**src/rtl/stack_sequencer_pkg.sv**
```systemverilog
// Shared definitions for the stack sequencer: state, op and memory-port codes.
// The op, MemSrc and MemDst codes match the ones used by control and memory_datapath.
package stack_sequencer_pkg;

    // Sequencer states
    typedef enum logic [1:0] {
        ST_IDLE    = 2'b00,
        ST_WRITE   = 2'b01,
        ST_READ    = 2'b10,
        ST_CAPTURE = 2'b11
    } state_t;

    // Operation encodings on the op input
    localparam logic [2:0] OP_PUSH_MARY    = 3'b000;
    localparam logic [2:0] OP_PUSH_SHELLEY = 3'b001;
    localparam logic [2:0] OP_PUSH_RA      = 3'b010;
    localparam logic [2:0] OP_POP          = 3'b011;
    localparam logic [2:0] OP_ADJUST       = 3'b100;

    // MemDst address-select codes: 000 = pc, 100 = sp+2
    localparam logic [2:0] MEM_DST_PC  = 3'b000;
    localparam logic [2:0] MEM_DST_SP2 = 3'b100;

    // MemSrc write-data select codes
    localparam logic [1:0] MEM_SRC_MARY    = 2'b00;
    localparam logic [1:0] MEM_SRC_SHELLEY = 2'b01;
    localparam logic [1:0] MEM_SRC_RA      = 2'b10;

    // Default stack bounds
    localparam logic [15:0] DEF_STACK_TOP   = 16'h7FFE;
    localparam logic [15:0] DEF_STACK_LIMIT = 16'h7000;

    // SP deltas for the fixed-size operations
    localparam logic [15:0] DELTA_PUSH = 16'hFFFE;
    localparam logic [15:0] DELTA_POP  = 16'h0002;
    localparam logic [15:0] DELTA_NONE = 16'h0000;

    // Maps a push op onto the write-data source it stores
    function automatic logic [1:0] op_to_src(input logic [2:0] op_code);
        logic [1:0] src;
        case (op_code)
            OP_PUSH_MARY:    src = MEM_SRC_MARY;
            OP_PUSH_SHELLEY: src = MEM_SRC_SHELLEY;
            OP_PUSH_RA:      src = MEM_SRC_RA;
            default:         src = MEM_SRC_MARY;
        endcase
        return src;
    endfunction

endpackage

```
**src/rtl/stack_sequencer_bounds_check.sv**
```systemverilog
// Combinational SP bounds check: adds a signed delta to SP without 16-bit wrap
// and flags results below the limit (overflow) or above the top (underflow).
module stack_sequencer_bounds_check
    import stack_sequencer_pkg::*;
(
    input  logic [15:0] sp,
    input  logic [15:0] delta,
    input  logic [15:0] limit,
    input  logic [15:0] top,
    output logic [15:0] new_sp,
    output logic        ovf,
    output logic        unf
);

    logic signed [16:0] sum_s;

    // Widen to 17-bit signed so a large negative delta cannot wrap past zero
    always_comb begin
        sum_s  = $signed({1'b0, sp}) + $signed({delta[15], delta});
        new_sp = sum_s[15:0];
        ovf    = (sum_s < $signed({1'b0, limit}));
        unf    = (sum_s > $signed({1'b0, top}));
    end

endmodule

```
**src/rtl/stack_sequencer.sv**
```systemverilog
// Stack sequencer: owns SP and sequences push, pop, call-save and frame-adjust
// operations on the memory_datapath port. One op per start pulse, ends with done.
module stack_sequencer
    import stack_sequencer_pkg::*;
#(
    parameter logic [15:0] STACK_TOP    = DEF_STACK_TOP,
    parameter logic [15:0] STACK_LIMIT  = DEF_STACK_LIMIT,
    parameter int          READ_LATENCY = 1
) (
    input  logic        clock,
    input  logic        reset_n,
    input  logic        start,
    input  logic [2:0]  op,
    input  logic [15:0] adj_imm,
    input  logic [15:0] mem_out,
    output logic [15:0] sp_out,
    output logic        MemWrite,
    output logic [1:0]  MemSrc,
    output logic [2:0]  MemDst,
    output logic        mem_busy,
    output logic        busy,
    output logic        done,
    output logic [15:0] pop_data,
    output logic        err_overflow,
    output logic        err_underflow,
    output logic        err_illegal
);

    // READ lasts READ_LATENCY cycles; the counter is loaded with one less
    localparam logic [1:0] LAT_LOAD = 2'(READ_LATENCY - 1);

    state_t      state_r;
    state_t      state_nxt_s;
    logic [15:0] sp_r;
    logic [15:0] pop_data_r;
    logic [1:0]  mem_src_r;
    logic [1:0]  lat_cnt_r;
    logic        done_r;
    logic        err_ovf_r;
    logic        err_unf_r;
    logic        err_ill_r;

    logic [15:0] delta_s;
    logic [15:0] chk_sp_s;
    logic        chk_ovf_s;
    logic        chk_unf_s;

    logic        mem_write_s;
    logic [1:0]  mem_src_s;
    logic [2:0]  mem_dst_s;
    logic        mem_busy_s;
    logic        busy_s;

    // Select the SP delta implied by the op presented in IDLE
    always_comb begin
        delta_s = DELTA_NONE;
        case (op)
            OP_PUSH_MARY,
            OP_PUSH_SHELLEY,
            OP_PUSH_RA: delta_s = DELTA_PUSH;
            OP_POP:     delta_s = DELTA_POP;
            OP_ADJUST:  delta_s = adj_imm & 16'hFFFE;
            default:    delta_s = DELTA_NONE;
        endcase
    end

    stack_sequencer_bounds_check u_bounds (
        .sp     (sp_r),
        .delta  (delta_s),
        .limit  (STACK_LIMIT),
        .top    (STACK_TOP),
        .new_sp (chk_sp_s),
        .ovf    (chk_ovf_s),
        .unf    (chk_unf_s)
    );

    // State register; reset abandons any in-flight op immediately
    always_ff @(posedge clock or negedge reset_n) begin
        if (!reset_n) begin
            state_r <= ST_IDLE;
        end else begin
            state_r <= state_nxt_s;
        end
    end

    // Next-state decode: only pushes and pops that pass the bounds check leave IDLE
    always_comb begin
        state_nxt_s = state_r;
        case (state_r)
            ST_IDLE: begin
                if (start) begin
                    case (op)
                        OP_PUSH_MARY,
                        OP_PUSH_SHELLEY,
                        OP_PUSH_RA: state_nxt_s = chk_ovf_s ? ST_IDLE : ST_WRITE;
                        OP_POP:     state_nxt_s = chk_unf_s ? ST_IDLE : ST_READ;
                        default:    state_nxt_s = ST_IDLE;
                    endcase
                end else begin
                    state_nxt_s = ST_IDLE;
                end
            end
            ST_WRITE: state_nxt_s = ST_IDLE;
            ST_READ: begin
                if (lat_cnt_r == 2'd0) begin
                    state_nxt_s = ST_CAPTURE;
                end else begin
                    state_nxt_s = ST_READ;
                end
            end
            ST_CAPTURE: state_nxt_s = ST_IDLE;
            default:    state_nxt_s = ST_IDLE;
        endcase
    end

    // Memory-port outputs decoded from state so reset drops them at once
    always_comb begin
        mem_write_s = 1'b0;
        mem_src_s   = MEM_SRC_MARY;
        mem_dst_s   = MEM_DST_PC;
        mem_busy_s  = 1'b0;
        busy_s      = 1'b0;
        case (state_r)
            ST_IDLE: begin
                busy_s = 1'b0;
            end
            ST_WRITE: begin
                mem_write_s = 1'b1;
                mem_src_s   = mem_src_r;
                mem_dst_s   = MEM_DST_SP2;
                mem_busy_s  = 1'b1;
                busy_s      = 1'b1;
            end
            ST_READ,
            ST_CAPTURE: begin
                mem_dst_s  = MEM_DST_SP2;
                mem_busy_s = 1'b1;
                busy_s     = 1'b1;
            end
            default: begin
                busy_s = 1'b0;
            end
        endcase
    end

    // SP, pop data, latched source, latency counter and completion/error pulses
    always_ff @(posedge clock or negedge reset_n) begin
        if (!reset_n) begin
            sp_r       <= STACK_TOP;
            pop_data_r <= 16'h0000;
            mem_src_r  <= MEM_SRC_MARY;
            lat_cnt_r  <= 2'd0;
            done_r     <= 1'b0;
            err_ovf_r  <= 1'b0;
            err_unf_r  <= 1'b0;
            err_ill_r  <= 1'b0;
        end else begin
            done_r    <= 1'b0;
            err_ovf_r <= 1'b0;
            err_unf_r <= 1'b0;
            err_ill_r <= 1'b0;
            case (state_r)
                ST_IDLE: begin
                    if (start) begin
                        case (op)
                            OP_PUSH_MARY,
                            OP_PUSH_SHELLEY,
                            OP_PUSH_RA: begin
                                if (chk_ovf_s) begin
                                    done_r    <= 1'b1;
                                    err_ovf_r <= 1'b1;
                                end else begin
                                    sp_r      <= chk_sp_s;
                                    mem_src_r <= op_to_src(op);
                                end
                            end
                            OP_POP: begin
                                if (chk_unf_s) begin
                                    done_r    <= 1'b1;
                                    err_unf_r <= 1'b1;
                                end else begin
                                    lat_cnt_r <= LAT_LOAD;
                                end
                            end
                            OP_ADJUST: begin
                                done_r <= 1'b1;
                                if (chk_ovf_s) begin
                                    err_ovf_r <= 1'b1;
                                end else if (chk_unf_s) begin
                                    err_unf_r <= 1'b1;
                                end else begin
                                    sp_r <= chk_sp_s;
                                end
                            end
                            default: begin
                                done_r    <= 1'b1;
                                err_ill_r <= 1'b1;
                            end
                        endcase
                    end else begin
                        done_r <= 1'b0;
                    end
                end
                ST_WRITE: begin
                    done_r <= 1'b1;
                end
                ST_READ: begin
                    if (lat_cnt_r != 2'd0) begin
                        lat_cnt_r <= lat_cnt_r - 2'd1;
                    end else begin
                        lat_cnt_r <= 2'd0;
                    end
                end
                ST_CAPTURE: begin
                    pop_data_r <= mem_out;
                    sp_r       <= sp_r + DELTA_POP;
                    done_r     <= 1'b1;
                end
                default: begin
                    done_r <= 1'b0;
                end
            endcase
        end
    end

    assign sp_out        = sp_r;
    assign pop_data      = pop_data_r;
    assign MemWrite      = mem_write_s;
    assign MemSrc        = mem_src_s;
    assign MemDst        = mem_dst_s;
    assign mem_busy      = mem_busy_s;
    assign busy          = busy_s;
    assign done          = done_r;
    assign err_overflow  = err_ovf_r;
    assign err_underflow = err_unf_r;
    assign err_illegal   = err_ill_r;

endmodule

```
**config.mk**
```make
export PLATFORM = sky130hd
export DESIGN_NAME = stack_sequencer
export DESIGN_NICKNAME = d
export VERILOG_FILES = /design/src/rtl/stack_sequencer_pkg.sv /design/src/rtl/stack_sequencer_bounds_check.sv /design/src/rtl/stack_sequencer.sv
export SDC_FILE = /design/constraint.sdc
export NUM_CORES = 1
export LEC_CHECK = 0
export CAP_MARGIN = 20
export CORE_MARGIN = 2
export CORE_UTILIZATION = 25
export CTS_CLUSTER_DIAMETER = 50
export CTS_CLUSTER_SIZE = 14
export DETAILED_ROUTE_END_ITERATION = 6
export SLEW_MARGIN = 20
export SYNTH_ARGS = -nofsm -noshare
export SYNTH_HDL_FRONTEND = slang
export SYNTH_SLANG_ARGS = --single-unit
```
**constraint.sdc**
```tcl
create_clock -name clock -period 3.27 [get_ports clock]
set_clock_uncertainty 0.1 [all_clocks]
set_input_delay 0.4905 -clock clock [delete_from_list [all_inputs] [get_ports clock]]
set_output_delay 0.4905 -clock clock [all_outputs]
set_load 0.01 [all_outputs]
```
Yosys cells after proc, flatten, opt, wreduce, memory -nomap -nowiden. Index checks and enable logic that the tools add are counted.

Word-level logic and storage cells: 82. Register bits after elaboration: 42. Output and inout bits: 44. Bits of input ports: 38.

Add/sub/neg operators: 3. Reductions and logical operators: 14. Bitwise operators: 1. Equality and inequality tests: 14. Multiplexer cells: 39. $lt $le $gt $ge: 2.

Operators by type and width (number): $mux W16 (4); $pmux W16 S2 (2); $pmux W16 S3 (1); $add A17 B16 Y17 (1); $gt A17 B16 Y1 const B (1); $lt A17 B16 Y1 const B (1); $add A16 B2 Y16 const B (1); $mux W1 (16); $mux W2 (7); $pmux W2 S2 (3); $ne A3 B3 Y1 const B (3); $pmux W1 S2 (4); $reduce_and A4 Y1 (2); $eq A3 B2 Y1 const B (2); $pmux W2 S3 (1); $reduce_and A6 Y1 (1); $reduce_bool A2 Y1 (3); $reduce_or A3 Y1 (2); $reduce_or A5 Y1 (1); $eq A2 B2 Y1 const B (2); $logic_not A2 Y1 (2); $ne A2 B2 Y1 const B (2); $reduce_or A4 Y1 (1); $eq A3 B1 Y1 const B (1); other kinds (9) (9).

Depth between registers and ports, before layout.
Depth in word-level cells: 10. Gate-level depth with buffers: 17.

Hierarchy. A second synthesis with hierarchy kept.

Cell total of the unflattened synthesis: 454. Area total of the unflattened synthesis: 3860.0 um^2.

By module, submodules not included: stack_sequencer (times used 1, cells an instance 253, area each 2368.5 um^2, sequential area each 1068.5 um^2); stack_sequencer_bounds_check (times used 1, cells an instance 201, area each 1491.4 um^2, sequential area each 0.0 um^2).

Worst setup path after synthesis. OpenSTA, ideal clock, no wires.

Kind: input port to flip-flop. From: input port op[1]. To: register sp_r[15] (netlist: sp_out[15]). Buffers on the path: 3. Stages on the path: 17. Data required time: 3.059 ns. Path slack: -0.725 ns. Data arrival time: 3.783 ns. Cell sequence: nor2_1 clkbuf_1 nand2_1 nand2_1 ha_1 inv_1 fa_1 nand2b_1 a21oi_1 o21ai_1 and3b_1 or2_1 o32a_1 buf_6 and2_4 buf_6 a2111oi_2.

Cells in the longest elaborated chain, start to end: 9. Elaborated cells between the ends (all ways): 21. Those cells by class: add/sub: 1; order compare: 2; eq/ne: 8; mux: 7; reduce/logical: 3.

RTL lines: from (decl) (RTL line stack_sequencer.sv:13) `input logic [2:0] op,`; parallel branches: the longest is 9 deep, another holds $add A17 B16 Y17; to (signal assigned) (RTL line stack_sequencer.sv:173) `sp_r <= chk_sp_s;`; to (signal assigned) (RTL line stack_sequencer.sv:192) `sp_r <= chk_sp_s;`; to (signal assigned) (RTL line stack_sequencer.sv:216) `sp_r <= sp_r + DELTA_POP;`; to (decl) (RTL line stack_sequencer.sv:34) `logic [15:0] sp_r;`.

Several ways; the timed one is not identified. The select of a mux whose other input is x is not followed. A chain may end at the register's enable or synchronous reset.

Final worst setup path.
From: input port op[0]. To: register sp_r[15] (netlist: sp_out[15]).

Same word-level chain as after synthesis.

==> flow_summary.toml <==
[die]
fp-row-count = 41
initial_core_util_pct = 25.3
core_area_mm2 = 0.0125
dieArea_mm2 = 0.0136
die_w_um = 117
fp.dieH_um = 117
io_pins = 82

[worst_setup_path]
endpoint_kind = "flip-flop"
critPathSlowestCell = "o32a_1"
crit_required_ps = 3340
crit_chain = "buf_8, buf_6, nor2_4, nand2_1, nand2_1, ha_2, inv_2, fa_2, nand2b_4, a21oi_4, o21ai_2, and3b_1, or2_1, o32a_1, and2_4, a2111oi_4"
crit_fanout = 5
path_common_cell = "nand2_1"
cp-start-kind = "input pin"
cp.buffers_inverters = 3
crit_type = "input pin to flip-flop"
arrival_ps = 3350
critPathMaxStageDelay_ps = 390
cpLargestDelayFamily = "simple AND/OR/NAND/NOR gates"

[routing]
drtIter0Drc = 87
drt_first_pass_iters = 4
wl_met2_mm = 5.16
drc = 0
wl_per_cell_um = 15.6
met3_wirelength_um = 669
wl_met1_mm = 4.65
highest_layer = "met4"
routed_wl_mm = 10.6
ant_nets = 0
vias = 3350
vias_per_cell = 4.91

[finish]
finalNetCount = 569
n_fill_cell = 1191
fin_area_mm2 = 0.00542
area_delta_synth_final_pct = 71.2
layout-drive-gt1-share_pct = 41.8
diodes = 0
final_cells = 682
multi_input_area_mm2 = 0.00247
seq_area_mm2 = 0.00104

[clock_network]
cts_root_buf = "clkbuf_16"
htreeDepth = 2
cts_tree = "built"
cts_buffers = 5
path_clk_slew_ps = 50
cts_max_path_buffers = 2
clk-insertion-delay-late_ps = 290
cts_sinks = 41

[global_route]
grt_pass1_vias = 3352
grt_use_total_pct = 15.2
grt.overflow.total = 0
grt_pass1_wl_mm = 16.5
grt_max_degree = 42
antenna_found_initial = 0

[timing]
fin_ws_ps = -5.76
tightestPinTransition_ps = 951
max_freq_mhz = 305
relSlewSlack_pct = 36.6
final.period_utilization_pct = 100
finalHoldViolations = 0
maxSlewViolCount = 0
post-route-min-period_ps = 3280
rsz0062_at_grt = "true"
setup_viol = 1

[yosys]
ys_seq_area_share_pct = 32.9
syn_area_per_cell_um2 = 8.75
ys_types = 65
synth_edf_count = 0
yosysWarnings = 0
synth_top_cell_by_area = "dfrtp_1"
ys_seq_elements = 41
async_flop_share_pct = 100
ys.flop_type = "dfrtp_1"
syn_area_mm2 = 0.00317
ys_top_cells_by_area = "dfrtp_1 21%, dfstp_2 12%, ha_1 8.3%, mux2_2 6.0%, nand2_1 5.2%"
yosys.area.top_type_share_pct = 21.3
syn_inst = 362

[pwr]
leakagePower_nw = 2.31
power.density_mw_per_mm2 = 968
ir_drop_uv = 319

[outcome]
violations = "negative setup slack"
status = "complete, but fails checks"

[placed_design]
placed_cell_area_mm2 = 0.00449
io_buffers = 77
dp_hpwl_mm = 7.25
dp.cells = 642
place.gp.congestion = 0.934

[flow_run]
maxCapViolations = 0

[min_path]
hold_class = "input pin to async pin"
[path summary, 6_finish.rpt]
check / start / endpoint / slack (ps) / cells past startpoint
setup / recovery: op[0] / sp_out[15] / -6 / 16
hold / removal: reset_n / pop_data[4] / 260 / 1
setup reg to reg: sp_out[1] / sp_out[15] / 190 / 11
hold reg to reg: mem_src_r[1] / mem_src_r[1] / 400 / 1
max in group asynchronous: reset_n / sp_out[15] / 2220 / 1
min in group clock: mem_src_r[1] / mem_src_r[1] / 400 / 1
[per-layer routing]
layer / vias up / GRT usage (%)
met3: 21 / 2.70
met5: - / 0
li1: 1599 / -
met4: 0 / 4.24
met1: 1635 / 20.2
met2: 95 / 25.6
[cell usage after synthesis, drive strengths merged, types with 5 or more instances]
library cell  number
nand2b             5
and2               6
mux2              17
xor2               8
nor2              18
nand2             44
clkbuf            11
a211oi             5
dfstp             14
ha                21
nor3              10
dfrtp             27
o21a               6
a21oi             31
and3               7
buf               11
or3                5
a31oi              5
o22ai              7
o21ai             16
o211ai             5
a21o               6
o2bb2ai            5
inv               18
[flip-flops by register name, indices dropped and copies added, names as in the netlist]
| name | cells |
|---|---|
| state_r | 2 |
| err_overflow | 1 |
| sp_out | 15 |
| pop_data | 16 |
| mem_src_r | 2 |
| err_illegal | 1 |
| done | 1 |
| err_underflow | 1 |
| lat_cnt_r | 2 |
[through the flow]
stage	power, mW	hold slack, ps	TNS (ps)	worst slack [ps]	util [%]
2_1_floorplan	2.57	94.9	-1360	-234	-
3_3_place_gp	3.68	390	-19020	-923	35.8
3_5_place_dp	3.73	379	-19610	-930	35.8
4_1_cts	4.80	297	-63.6	-40.1	40.8
5_1_grt	5.59	343	-1430	-147	43.3
6_report	5.25	262	-5.76	-5.76	43.3
[timing repair]
| item | 4_1_cts | 5_1_grt |
|---|---|---|
| pin swaps | 33 | 34 |
| gates cloned | 1 | 0 |
| gates resized for setup | 71 | 50 |
| setup buffers | 24 | 9 |
| hold buffers | 0 | 0 |
| setup endpoints to repair | 24 | 23 |
[power by group]
part / switching [mW] / internal [mW]
Clock: 0.208 / 0.381
Combinational: 1.63 / 2.03
Sequential: 0.225 / 0.778
[layout by cell type (no fill, tap or decap), drive strengths merged, types with 5 or more instances in the layout]
cell            n
a21oi          31
clkdlybuf4s50  71
and3            7
mux2           17
o211ai          5
inv            17
o21a            6
a211oi          5
a21o            6
dfstp          14
or3             5
clkbuf          6
nand2b          5
xor2            8
o21ai          16
a31oi           5
o22ai           7
buf            87
o2bb2ai         5
nand2          44
and2            6
ha             21
nor3           10
dfrtp          27
nor2           18
[kinds of logic (layout without fill, tap and decap cells)]
logic type / count (synthesis) / after routing / synth area share [%]
AO/OA/AOI/OAI: 111 / 111 / 23.8
adder cells (fa/ha/maj): 23 / 23 / 9.24
buffers and inverters: 41 / 187 / 6.12
flip-flops: 41 / 41 / 32.9
XOR/XNOR: 12 / 12 / 3.55
AND/OR/NAND/NOR: 115 / 115 / 17.9
other: 1 / 3 / 0.118
multiplexers: 18 / 18 / 6.36
[final cells by class]
class,count,share of cell area [%]
multi-input combinational,282,45.5
timing repair buffer,160,26.6
sequential,41,19.2
tap,172,3.97
clock buffer,6,2.56
inverter,19,1.38
clock inverter,2,0.692
(Power assumes the default switching activity.)
